**src/rtl/mux4_1_rr_pkg.sv**
```systemverilog
// rtl/mux4_1_rr_pkg.sv - shared widths, lane count and lane select codes for the 4:1 merge and its demux
package mux4_1_rr_pkg;

  localparam int DATA_W_DEFAULT = 4;
  localparam int NUM_CH         = 4;

  // Lane select codes; a downstream 1:4 demux decodes out_select with these.
  typedef enum logic [1:0] {
    SEL_LANE1 = 2'b00,
    SEL_LANE2 = 2'b01,
    SEL_LANE3 = 2'b10,
    SEL_LANE4 = 2'b11
  } lane_sel_e;

endpackage

```
**src/rtl/mux4_1_rr_rr_arbiter4.sv**
```systemverilog
// rtl/mux4_1_rr_rr_arbiter4.sv - combinational 4-way round-robin arbiter
module rr_arbiter4
  import mux4_1_rr_pkg::*;
(
  input  logic [NUM_CH-1:0] req,
  input  logic [1:0]        last,
  output logic              gnt_valid,
  output logic [1:0]        gnt
);

  logic [1:0] idx;

  // Scan lanes starting just after the last winner; the first requester found wins.
  always_comb begin
    gnt_valid = 1'b0;
    gnt       = last;
    idx       = '0;
    for (int k = 1; k <= NUM_CH; k++) begin
      idx = last + 2'(k);
      if (!gnt_valid && req[idx]) begin
        gnt_valid = 1'b1;
        gnt       = idx;
      end
    end
  end

endmodule

```
**src/rtl/mux4_1_rr.sv**
```systemverilog
// rtl/mux4_1_rr.sv - four buffered lanes merged round-robin into one registered output
module mux4_1_rr
  import mux4_1_rr_pkg::*;
#(
  parameter int DATA_W = DATA_W_DEFAULT
) (
  input  logic              clk,
  input  logic              reset,
  input  logic [NUM_CH-1:0] in_valid,
  output logic [NUM_CH-1:0] in_ready,
  input  logic [DATA_W-1:0] in_data_1,
  input  logic [DATA_W-1:0] in_data_2,
  input  logic [DATA_W-1:0] in_data_3,
  input  logic [DATA_W-1:0] in_data_4,
  output logic              out_valid,
  input  logic              out_ready,
  output logic [DATA_W-1:0] out_data,
  output logic [1:0]        out_select
);

  logic [DATA_W-1:0] lane_in  [NUM_CH];
  logic [DATA_W-1:0] lane_buf [NUM_CH];
  logic [NUM_CH-1:0] full;
  logic [1:0]        last_grant;
  logic              gnt_valid;
  logic [1:0]        gnt;
  logic              load;

  assign lane_in[0] = in_data_1;
  assign lane_in[1] = in_data_2;
  assign lane_in[2] = in_data_3;
  assign lane_in[3] = in_data_4;

  // A lane accepts only while its single-entry buffer is empty, so a lane is
  // never granted and refilled at the same edge.
  assign in_ready = ~full;

  rr_arbiter4 u_arb (
    .req       (full),
    .last      (last_grant),
    .gnt_valid (gnt_valid),
    .gnt       (gnt)
  );

  // The output register may take a new beat when empty or being drained this cycle.
  assign load = (!out_valid || out_ready) && gnt_valid;

  // Lane buffers, output register and round-robin pointer.
  always_ff @(posedge clk or posedge reset) begin
    if (reset) begin
      full       <= '0;
      out_valid  <= 1'b0;
      out_data   <= '0;
      out_select <= SEL_LANE1;
      last_grant <= SEL_LANE4;
      for (int i = 0; i < NUM_CH; i++) begin
        lane_buf[i] <= '0;
      end
    end else begin
      for (int i = 0; i < NUM_CH; i++) begin
        if (in_valid[i] && !full[i]) begin
          full[i]     <= 1'b1;
          lane_buf[i] <= lane_in[i];
        end
      end
      if (load) begin
        out_data   <= lane_buf[gnt];
        out_select <= gnt;
        out_valid  <= 1'b1;
        full[gnt]  <= 1'b0;
        last_grant <= gnt;
      end else if (out_valid && out_ready) begin
        out_valid <= 1'b0;
      end
    end
  end

endmodule

```
**config.mk**
```make
export PLATFORM = sky130hd
export DESIGN_NAME = mux4_1_rr
export DESIGN_NICKNAME = d
export VERILOG_FILES = /design/src/rtl/mux4_1_rr_pkg.sv /design/src/rtl/mux4_1_rr_rr_arbiter4.sv /design/src/rtl/mux4_1_rr.sv
export SDC_FILE = /design/constraint.sdc
export NUM_CORES = 1
export LEC_CHECK = 0
export ABC_CLOCK_PERIOD_IN_PS = 2700
export CAP_MARGIN = 20
export CORE_UTILIZATION = 47
export CTS_BUF_LIST = sky130_fd_sc_hd__clkbuf_16
export CTS_CLUSTER_DIAMETER = 40
export DETAILED_ROUTE_END_ITERATION = 12
export GPL_TIMING_DRIVEN = 0
export PLACE_DENSITY = 0.78
export SYNTH_ARGS = -nofsm -noshare
export SYNTH_HDL_FRONTEND = slang
export SYNTH_SLANG_ARGS = --single-unit
```
**constraint.sdc**
```tcl
create_clock -name clk -period 2.7 [get_ports clk]
set_clock_uncertainty 0.15 [all_clocks]
set_input_delay 0.54 -clock clk [delete_from_list [all_inputs] [get_ports clk]]
set_output_delay 0.54 -clock clk [all_outputs]
set_load 0.05 [all_outputs]
```
==> reports/qor.csv <==
metric,value,unit
mapped cell area,0.00129,mm2
setup TNS,0,ns
post_cts resized,0,
synthesis-to-finish area growth,40.8,%
Avg Vias per Cell,5.42,
grt ovf,0,
fill count,202,
Post-Place Cells,167,
Syn Area/Cell,12.5,um2
IO Pins,34,
1st-iter DRT viols,22,
H-tree depth,2,
post-synthesis cell count,104,
Peak Freq,434,MHz
Buf/Inv on CP,2,
cts-stage hold buffer count,0,
final period utilization,0.854,
Bufs on Longest Clock Path,2,
crit-path max cell delay,0.81,ns
Root Buffer,clkbuf_16,
Worst VDD drop,0.881,mV
total CTS buffers,5,
Post-CTS Setup Repair Bufs,0,
fraction of layout cells with a size suffix above 1,0.207,
vias in the first global route,875,
syn_nets,127,
outcome,completed,
"Clk Latency, worst-skew pair",0.27,ns
number of flops mapped to enable cells by yosys,0,
Critical Path Sink Type,output port,
"Clk pin slew, worst setup/hold paths",0.05,ns
antenna cells,0,
utilization after layout,0.716,
initial core utilization,0.509,
max_cap viols,0,
Leak Pwr,0.000801,uW
ys async rst share,1.00,
DRC,0,
Max Used Layer,met4,
Main synth FF type,dfrtp_1,
"worst slack, placed",0.453,ns
Crit path arrival time,1.62,ns
Yosys warning total,0,
"most common cell after layout, fill and taps aside",clkdlybuf4s50_1,
Power Density,1290,mW/mm2
Fin. Hold Viols,0,
Hold Path Class,reg -> reg,
CTS tree,yes,
pin slew with the least headroom to its limit,0.529,ns
core area,0.00254,mm2
setup ws final,0.395,ns
wire length on met2,1.32,mm
CP cell instances,"inv_1, clkdlybuf4s50_1",
CP max stage cell,clkdlybuf4s50_1,
Core Rows,18,
routed wire length,2.58,mm
Setup crit start kind,register,
via count,948,
largest net degree at the start of global routing,30,
CP required,2.01,ns
Worst slew margin,0.644,
kind of cell adding the most delay to the critical path,buffers and inverters,
footprint of the multi-input gates,529,um2
first-pass GRT wire length,4.09,mm
die width,54.5,um
"Distinct cells, synth",23,
Die Height,54.5,um
# port buffers,33,
crit-path max FO,5,
CTS Sinks,29,
Register Area,728,um2
iteration count of the initial detailed-routing pass,5,
RSZ-0062 raised after global routing,no,
Detail Route Antenna Nets,0,
Final #Nets,168,
WL met1,1.08,mm
Routed WL per cell,14.7,um
min cycle time layout,2.31,ns
Yosys reg bits,29,
sequential fraction of the synthesis area,0.562,
fin cells,175,
Die Footprint,0.00297,mm2
Max Slew Vio Count,0,
Crit Path Category,reg -> out,
routability congestion estimate,0.714,
"leading cell types in the layout, fill and taps excluded","clkdlybuf4s50_1, dfrtp_1, mux2_2, nand2_1, mux2i_1",
# setup viols final,0,
initial antenna violation count,0,
All-Layer GR Usage,0.209,
routed wl met3,171,um
## routing by layer
metal	global-route usage	vias to the layer above
li1	-	447
met1	0.263	467
met2	0.315	32
met3	0.0861	2
met4	0.0897	0
met5	0	-
## logic make-up after synthesis
group / count (synthesis) / share of synthesized area
mux: 24 / 0.201
compound gates: 18 / 0.107
simple gates: 26 / 0.100
buf+inv: 7 / 0.0290
flops: 29 / 0.562
## layout make-up
| type | instances | area share |
|---|---|---|
| Sequential cell | 29 | 0.399 |
| Multi-Input combinational cell | 68 | 0.290 |
| Timing Repair Buffer | 34 | 0.196 |
| Clock buffer | 5 | 0.0686 |
| Tap cell | 30 | 0.0206 |
| Inverter | 6 | 0.0124 |
| Buffer | 1 | 0.00824 |
| Clock inverter | 2 | 0.00412 |
## final timing paths
path | start | to | slack [ns] | depth (start not counted)
setup / recovery | full[2] | in_ready[2] | 0.39 | 2
hold / removal | out_select[1] | out_select[1] | 0.33 | 2
setup reg to reg | last_grant[0] | out_data[1] | 0.61 | 6
hold reg to reg | out_select[1] | out_select[1] | 0.33 | 2
max in group asynchronous | reset | last_grant[0] | 1.56 | 3
min in group asynchronous | reset | lane_buf[7] | 0.35 | 2
## flip-flops by register name (all words and copies together), names as in the netlist
signal / cells
lane_buf: 16
full: 4
out_data: 4
last_grant: 2
out_select: 2
out_valid: 1
## cell usage after synthesis, types with 2 or more instances
library cell,number,area share
dfstp_2,2,0.041
a21oi_1,5,0.019
nand2_1,11,0.032
o221ai_1,4,0.027
o22a_2,2,0.015
mux2_2,16,0.14
mux2i_1,8,0.062
dfrtp_1,27,0.52
nor2b_1,3,0.014
inv_1,6,0.017
nand2b_1,4,0.019
nor2_1,5,0.014
## power breakdown
part	internal [uW]	switching (uW)
sequential	655	144
combinational	492	572
clock	327	168
## worst reg2reg max path, stage by stage, from the launching register on
cell and delay (ns):
dfstp_2 0.54, nand2b_1 0.13, o21ai_1 0.12, a211oi_4 0.47
buf_8 0.21, mux2i_1 0.21, o221ai_1 0.14
## through the flow
step	hold slack (ns)	instance area (um2)	power (uW)
2_1_floorplan	0.326	1290	1560
3_3_place_gp	0.311	1660	1830
3_5_place_dp	0.319	1660	1870
4_1_cts	0.329	1800	2370
5_1_grt	0.370	1820	2500
6_report	0.330	1820	2360
Power figures use the tool's default switching activity.
